===== src/rtl/uart_rx_frame.sv =====
// Purpose : 8N1 (8E1 with UART_RX_PARITY_EN) UART receiver with oversampled mid-bit sampling.
// Latency : rxValid is a registered pulse one clk after the mid-stop-bit sample (~9.5 bit times + 3 clk from the falling edge).
// Backpr. : none; the consumer must take rxByte on rxValid, rxByte holds until the next good frame.
//
// Ports: clk/rst (sync, active-high); rxData async serial in (idle 1);
//        rxByte last good byte; rxValid / rxFrameErr one-cycle pulses; rxBusy high outside IDLE.
// Optional: define UART_RX_PARITY_EN for even parity and the rxParityErr pulse output.
`timescale 1ns/1ps
module uart_rx_frame #(
    parameter int CLK_HZ     = 50000000,
    parameter int BAUD       = 9600,
    parameter int OVERSAMPLE = 16
) (
    input  logic       clk,
    input  logic       rst,
    input  logic       rxData,
    output logic [7:0] rxByte,
    output logic       rxValid,
    output logic       rxFrameErr,
    output logic       rxBusy
`ifdef UART_RX_PARITY_EN
    ,
    output logic       rxParityErr
`endif
);

    localparam int TICK_DIV = CLK_HZ / (BAUD * OVERSAMPLE);
    localparam int TW       = (TICK_DIV > 1) ? $clog2(TICK_DIV) : 1;
    localparam int SW       = $clog2(OVERSAMPLE);

    localparam logic [TW-1:0] TICK_LAST = TW'(TICK_DIV - 1);
    localparam logic [SW-1:0] HALF_LAST = SW'(OVERSAMPLE / 2 - 1);
    localparam logic [SW-1:0] FULL_LAST = SW'(OVERSAMPLE - 1);

    typedef enum logic [2:0] {
        S_IDLE,
        S_START,
        S_DATA,
`ifdef UART_RX_PARITY_EN
        S_PARITY,
`endif
        S_STOP,
        S_BREAK
    } state_t;

    state_t        state_q, state_d;
    logic          sync1_q, sync1_d;
    logic          rx_s_q, rx_s_d;
    logic [TW-1:0] tick_cnt_q, tick_cnt_d;
    logic [SW-1:0] samp_cnt_q, samp_cnt_d;
    logic [2:0]    bit_idx_q, bit_idx_d;
    logic [7:0]    shift_q, shift_d;
    logic [7:0]    rx_byte_q, rx_byte_d;
    logic          rx_valid_q, rx_valid_d;
    logic          frame_err_q, frame_err_d;
    logic          tick;
`ifdef UART_RX_PARITY_EN
    logic          parity_bit_q, parity_bit_d;
    logic          parity_err_q, parity_err_d;
`endif

    always_comb begin
        sync1_d     = rxData;
        rx_s_d      = sync1_q;
        tick        = (tick_cnt_q == TICK_LAST);
        tick_cnt_d  = tick ? '0 : tick_cnt_q + 1'b1;
        samp_cnt_d  = samp_cnt_q;
        bit_idx_d   = bit_idx_q;
        shift_d     = shift_q;
        state_d     = state_q;
        rx_byte_d   = rx_byte_q;
        rx_valid_d  = 1'b0;
        frame_err_d = 1'b0;
`ifdef UART_RX_PARITY_EN
        parity_bit_d = parity_bit_q;
        parity_err_d = 1'b0;
`endif

        case (state_q)
            S_IDLE: begin
                // Restart the tick phase on the falling edge so mid-bit samples stay centred.
                if (!rx_s_q) begin
                    state_d    = S_START;
                    tick_cnt_d = '0;
                    samp_cnt_d = '0;
                end
            end
            S_START: begin
                if (tick) begin
                    if (samp_cnt_q == HALF_LAST) begin
                        samp_cnt_d = '0;
                        bit_idx_d  = '0;
                        // A line already back high at mid start bit was a glitch.
                        state_d    = rx_s_q ? S_IDLE : S_DATA;
                    end else begin
                        samp_cnt_d = samp_cnt_q + 1'b1;
                    end
                end
            end
            S_DATA: begin
                if (tick) begin
                    if (samp_cnt_q == FULL_LAST) begin
                        samp_cnt_d         = '0;
                        shift_d[bit_idx_q] = rx_s_q;
                        bit_idx_d          = bit_idx_q + 1'b1;
                        if (bit_idx_q == 3'd7) begin
`ifdef UART_RX_PARITY_EN
                            state_d = S_PARITY;
`else
                            state_d = S_STOP;
`endif
                        end
                    end else begin
                        samp_cnt_d = samp_cnt_q + 1'b1;
                    end
                end
            end
`ifdef UART_RX_PARITY_EN
            S_PARITY: begin
                if (tick) begin
                    if (samp_cnt_q == FULL_LAST) begin
                        samp_cnt_d   = '0;
                        parity_bit_d = rx_s_q;
                        state_d      = S_STOP;
                    end else begin
                        samp_cnt_d = samp_cnt_q + 1'b1;
                    end
                end
            end
`endif
            S_STOP: begin
                if (tick) begin
                    if (samp_cnt_q == FULL_LAST) begin
                        samp_cnt_d = '0;
                        if (rx_s_q) begin
                            state_d = S_IDLE;
`ifdef UART_RX_PARITY_EN
                            // Even parity: data XOR parity must be 0.
                            if (^{shift_q, parity_bit_q}) begin
                                parity_err_d = 1'b1;
                            end else begin
                                rx_byte_d  = shift_q;
                                rx_valid_d = 1'b1;
                            end
`else
                            rx_byte_d  = shift_q;
                            rx_valid_d = 1'b1;
`endif
                        end else begin
                            // Bad stop bit wins over any parity result.
                            frame_err_d = 1'b1;
                            state_d     = S_BREAK;
                        end
                    end else begin
                        samp_cnt_d = samp_cnt_q + 1'b1;
                    end
                end
            end
            S_BREAK: begin
                // Hold here while the line stays low so a break reports only once.
                if (rx_s_q) begin
                    state_d = S_IDLE;
                end
            end
            default: state_d = S_IDLE;
        endcase
    end

    always_ff @(posedge clk) begin
        if (rst) begin
            state_q     <= S_IDLE;
            sync1_q     <= 1'b1;
            rx_s_q      <= 1'b1;
            tick_cnt_q  <= '0;
            samp_cnt_q  <= '0;
            bit_idx_q   <= '0;
            shift_q     <= '0;
            rx_byte_q   <= '0;
            rx_valid_q  <= 1'b0;
            frame_err_q <= 1'b0;
`ifdef UART_RX_PARITY_EN
            parity_bit_q <= 1'b0;
            parity_err_q <= 1'b0;
`endif
        end else begin
            state_q     <= state_d;
            sync1_q     <= sync1_d;
            rx_s_q      <= rx_s_d;
            tick_cnt_q  <= tick_cnt_d;
            samp_cnt_q  <= samp_cnt_d;
            bit_idx_q   <= bit_idx_d;
            shift_q     <= shift_d;
            rx_byte_q   <= rx_byte_d;
            rx_valid_q  <= rx_valid_d;
            frame_err_q <= frame_err_d;
`ifdef UART_RX_PARITY_EN
            parity_bit_q <= parity_bit_d;
            parity_err_q <= parity_err_d;
`endif
        end
    end

    assign rxByte     = rx_byte_q;
    assign rxValid    = rx_valid_q;
    assign rxFrameErr = frame_err_q;
    assign rxBusy     = (state_q != S_IDLE);
`ifdef UART_RX_PARITY_EN
    assign rxParityErr = parity_err_q;
`endif

endmodule


===== config.mk =====
export PLATFORM = sky130hd
export DESIGN_NAME = uart_rx_frame
export DESIGN_NICKNAME = d
export VERILOG_FILES = /design/src/rtl/uart_rx_frame.sv
export SDC_FILE = /design/constraint.sdc
export NUM_CORES = 1
export LEC_CHECK = 0
export CORE_ASPECT_RATIO = 0.9
export CORE_MARGIN = 2
export CORE_UTILIZATION = 45
export CTS_BUF_LIST = sky130_fd_sc_hd__clkbuf_8
export CTS_CLUSTER_DIAMETER = 200
export DETAILED_ROUTE_END_ITERATION = 10
export PLACE_DENSITY = 0.61
export SLEW_MARGIN = 20
export SYNTH_ARGS = -nofsm -noshare
export SYNTH_HDL_FRONTEND = slang
export SYNTH_SLANG_ARGS = --single-unit

===== constraint.sdc =====
create_clock -name clk -period 2.4 [get_ports clk]
set_input_delay 0.24 -clock clk [delete_from_list [all_inputs] [get_ports clk]]
set_output_delay 0.24 -clock clk [all_outputs]
set_load 0.03 [all_outputs]

==> impl_results.md, run 1 <==
* Result of the run: finished clean
* Final number of max-transition violations at 0
* Internal Dissipation at 0.001019 W
* Required time of the worst setup path at 2570 ps
* Avg WL per Cell at 13.77 um
* Total die area at 0.004742 mm2
* Post-DP HPWL at 2697 um
* RSZ-0062 raised after global routing: no
* Initial standard-cell utilization of the core at 0.4678
* Wire length of the first global-routing pass at 6706 um
* Clock period minus worst slack at 2045 ps
* Critical Path Slowest Stage Cell: sky130_fd_sc_hd__or4b_1
* Latest clock arrival within the worst-skew pair at 290 ps
* Number of cells in the finished layout apart from fillers at 269
* Cell Count Post-Placement at 261
* Routability cong. at 0.7491
* Crit path setup slack, layout at 354.9 ps
* Maximum root-to-sink buffer count at 2
* Total grt overflow at 0
* Post-DR vias/cell at 5.565
* Kind of capture point of the worst setup path: flop
* Cells taking the most area after synthesis: sky130_fd_sc_hd__dfxtp_1 (41%), sky130_fd_sc_hd__mux2i_1 (5.8%), sky130_fd_sc_hd__nand3_1 (4.5%)
* Hold Buf Count CTS at 0
* Vias after detailed routing at 1497
* Final hold vios at 0
* Post-layout net count at 228
* Power spent charging and discharging nets at 0.0002825 W
* First-pass detailed-route iteration total at 4
* Setup TNS Final at 0 ps
* Combinational cell fraction of total power at 0.056
* Chip height at 65.53 um
* Critical path peak fanout at 9
* Class of the most critical setup path: reg -> reg
* Core footprint at 0.004046 mm2
* Hold crit path type: reg -> reg
* Number of cells produced by synthesis at 208
* Number of warnings printed during yosys synthesis at 0
* Total routed wirelength at 3705 um
* Startpoint type of the worst setup path: flop
* Fin Clk Skew at 8.844 ps
* Switching power share of the total at 0.2170
* Setup WS pre-CTS at 349.7 ps
* Mean Syn Cell Area at 9.101 um2
* Power density relative to cell area at 600.8 mW/mm2
* Post-detailed-route DRC marker count at 0
* Boundary pin count at 14
* Most frequent cells in the layout: sky130_fd_sc_hd__dfxtp_1 (39), sky130_fd_sc_hd__nand3_1 (17), sky130_fd_sc_hd__nor2_1 (15)
* VDD IR max at 235.2 uV
* Total clock sinks at 39
* Peak clock frequency supported by timing at 489.0 MHz
* I/O Buffers at 13
* Worst Tran Pin Value at 621.6 ps
* Share of layout cells above drive strength 1 at 0.09050
* Root buf cell: sky130_fd_sc_hd__clkbuf_8
* Clock slew seen by the registers of the worst setup and hold paths at 80 ps
* Category of cells accounting for the largest share of critical-path delay: simple AND/OR/NAND/NOR gates
* Initial drt markers at 57
* Post-synth top area share at 0.4124
* Cells along the critical path: or4b_1, or4_4, o21ai_1, a21oi_1
* Die width at 72.37 um
* Yosys reg bits at 39
* Area growth syn-to-layout at 14.47%
* PostCTS Resize Cnt at 0
* Area of the mapped netlist at 0.001893 mm2
* Number of buffers and inverters on the critical path at 0
* Number of enable-type register cells in the synthesized netlist at 0
* H-tree levels at 2
* Placement row count at 22
* Cell type with the highest aggregate area in the netlist: sky130_fd_sc_hd__dfxtp_1
* Leading cell type in the layout, fill and taps excluded: sky130_fd_sc_hd__dfxtp_1
* Total global routing track utilization at 0.1776
* Max-Cap Viols at 0
* Final period utilization at 0.8521
* Vias in the first global route at 1487
* Top_reg_cell synth: sky130_fd_sc_hd__dfxtp_1
* Number of antenna violations at the first check in global routing at 0
* Util after Layout at 0.5356
* Worst stage delay on the critical path at 690 ps
* Leakage at 0.8416 nW
* Number of buffers created by CTS at 5
* Arrival time at the worst endpoint at 2220 ps
* Count of distinct cell types in the synthesized netlist at 46
* Pin count of the biggest net entering global routing at 20
* Setup-failing EPs final at 0
* Share of total power in the clock network at 0.432
* Total nets after synthesis at 216
* Post-CTS Setup Repair Bufs at 0
* Sequential power share at 0.513
* Number of nets still failing antenna checks after routing at 0
* Slew HR at 0.5804
* TritonCTS clock tree: yes
* Sequential share of the synthesized area at 0.4124
* Count of antenna diodes in the layout at 0
* Asr flop ratio synth at 0
## state kept, by name, indices dropped and copies added (netlist names)
name	cells
tick_cnt_q	9
rxByte	8
shift_q	8
samp_cnt_q	4
bit_idx_q	3
state_q	3
rxFrameErr	1
rxValid	1
rx_s_d	1
rx_s_q	1
## final timing paths
kind	from	to	cells after the start	slack [ps]
setup / recovery	tick_cnt_q[3]	rxByte[6]	4	350
hold / removal	rx_s_d	rx_s_q	1	420
setup reg to reg	tick_cnt_q[3]	rxByte[6]	4	350
hold reg to reg	rx_s_d	rx_s_q	1	420
## metal layers
metal | vias up | part of all wire | GRT usage
met4 | 0 | 0.0092 | 0.06481
li1 | 770 | - | -
met3 | 5 | 0.029 | 0.03834
met5 | - | 0 | 0
met1 | 700 | 0.51 | 0.2345
met2 | 22 | 0.46 | 0.2856
## per-stage QoR
step                total power (W)  instance area [um2]  hold WS (ps)
floorplan                 0.0007347                 1893         343.8
detailed placement        0.0007552                 2049         402.0
global route               0.001351                 2167         433.2
CTS                        0.001316                 2167         424.1
global placement          0.0007523                 2049         392.6
finish                     0.001302                 2167         418.2
## area by class of cell
type | instances | area [um2]
Tap cell | 48 | 60.06
Clock inverter | 2 | 35.03
Clock buffer | 6 | 82.58
Inverter | 6 | 22.52
Timing Repair Buffer | 16 | 152.6
Fill cell | 343 | 1879
Sequential cell | 39 | 780.7
Multi-Input combinational cell | 152 | 1033
## power by group through the flow
stage	sequential [W]	clock, W	combinational (W)
after global placement	0.000682	0	0.0000706
after global routing	0.000669	0.000601	0.0000809
final	0.000668	0.000562	0.0000724
after floorplan	0.000677	0	0.0000581
after detailed placement	0.000683	0	0.0000721
after CTS	0.000668	0.000576	0.0000727
## synth_stat cells (3+ instances only)
master                     number
sky130_fd_sc_hd__nand2_1        7
sky130_fd_sc_hd__nand2b_1       9
sky130_fd_sc_hd__and2_1         3
sky130_fd_sc_hd__or3_1          4
sky130_fd_sc_hd__o21ai_0        3
sky130_fd_sc_hd__inv_1          6
sky130_fd_sc_hd__o21ai_1        9
sky130_fd_sc_hd__dfxtp_1       39
sky130_fd_sc_hd__clkbuf_1       8
sky130_fd_sc_hd__nor3b_1        3
sky130_fd_sc_hd__ha_1           5
sky130_fd_sc_hd__mux2i_1       11
sky130_fd_sc_hd__nand3_1       17
sky130_fd_sc_hd__nor2_1        15
sky130_fd_sc_hd__xor2_1         6
sky130_fd_sc_hd__nand3b_1       5
sky130_fd_sc_hd__nand4_1        4
sky130_fd_sc_hd__a21oi_1       12
sky130_fd_sc_hd__or2_2          3
sky130_fd_sc_hd__nor2b_1        5
## cells by family (layout without fill, tap and decap cells)
group | after synthesis | after routing | share of synthesized area
and+or+nand+nor | 93 | 93 | 0.3067
adders and majority gates | 5 | 5 | 0.03305
AOI/OAI and AO/OA | 36 | 36 | 0.1157
buffers and inverters | 17 | 30 | 0.04164
xor gates and xnor gates | 7 | 7 | 0.03239
DFF | 39 | 39 | 0.4124
muxes | 11 | 11 | 0.05816
Note: power is estimated with default switching activity, not from simulation.
==> run 2, diff against run 1 <==
--- a/config.mk
+++ b/config.mk
@@ -5,6 +5,7 @@
 export SDC_FILE = /design/constraint.sdc
 export NUM_CORES = 1
 export LEC_CHECK = 0
+export CAP_MARGIN = 25
 export CORE_ASPECT_RATIO = 0.9
 export CORE_MARGIN = 2
 export CORE_UTILIZATION = 45
==> results of run 2 <==
The final DEF is identical to that of run 1; final timing and power are the same.
==> run 3, diff against run 2 <==
--- a/config.mk
+++ b/config.mk
@@ -12,6 +12,7 @@
 export CTS_BUF_LIST = sky130_fd_sc_hd__clkbuf_8
 export CTS_CLUSTER_DIAMETER = 200
 export DETAILED_ROUTE_END_ITERATION = 10
+export HOLD_SLACK_MARGIN = 0.05
 export PLACE_DENSITY = 0.61
 export SLEW_MARGIN = 20
 export SYNTH_ARGS = -nofsm -noshare
==> results of run 3 <==
The final DEF is identical to that of run 1; final timing and power are the same.
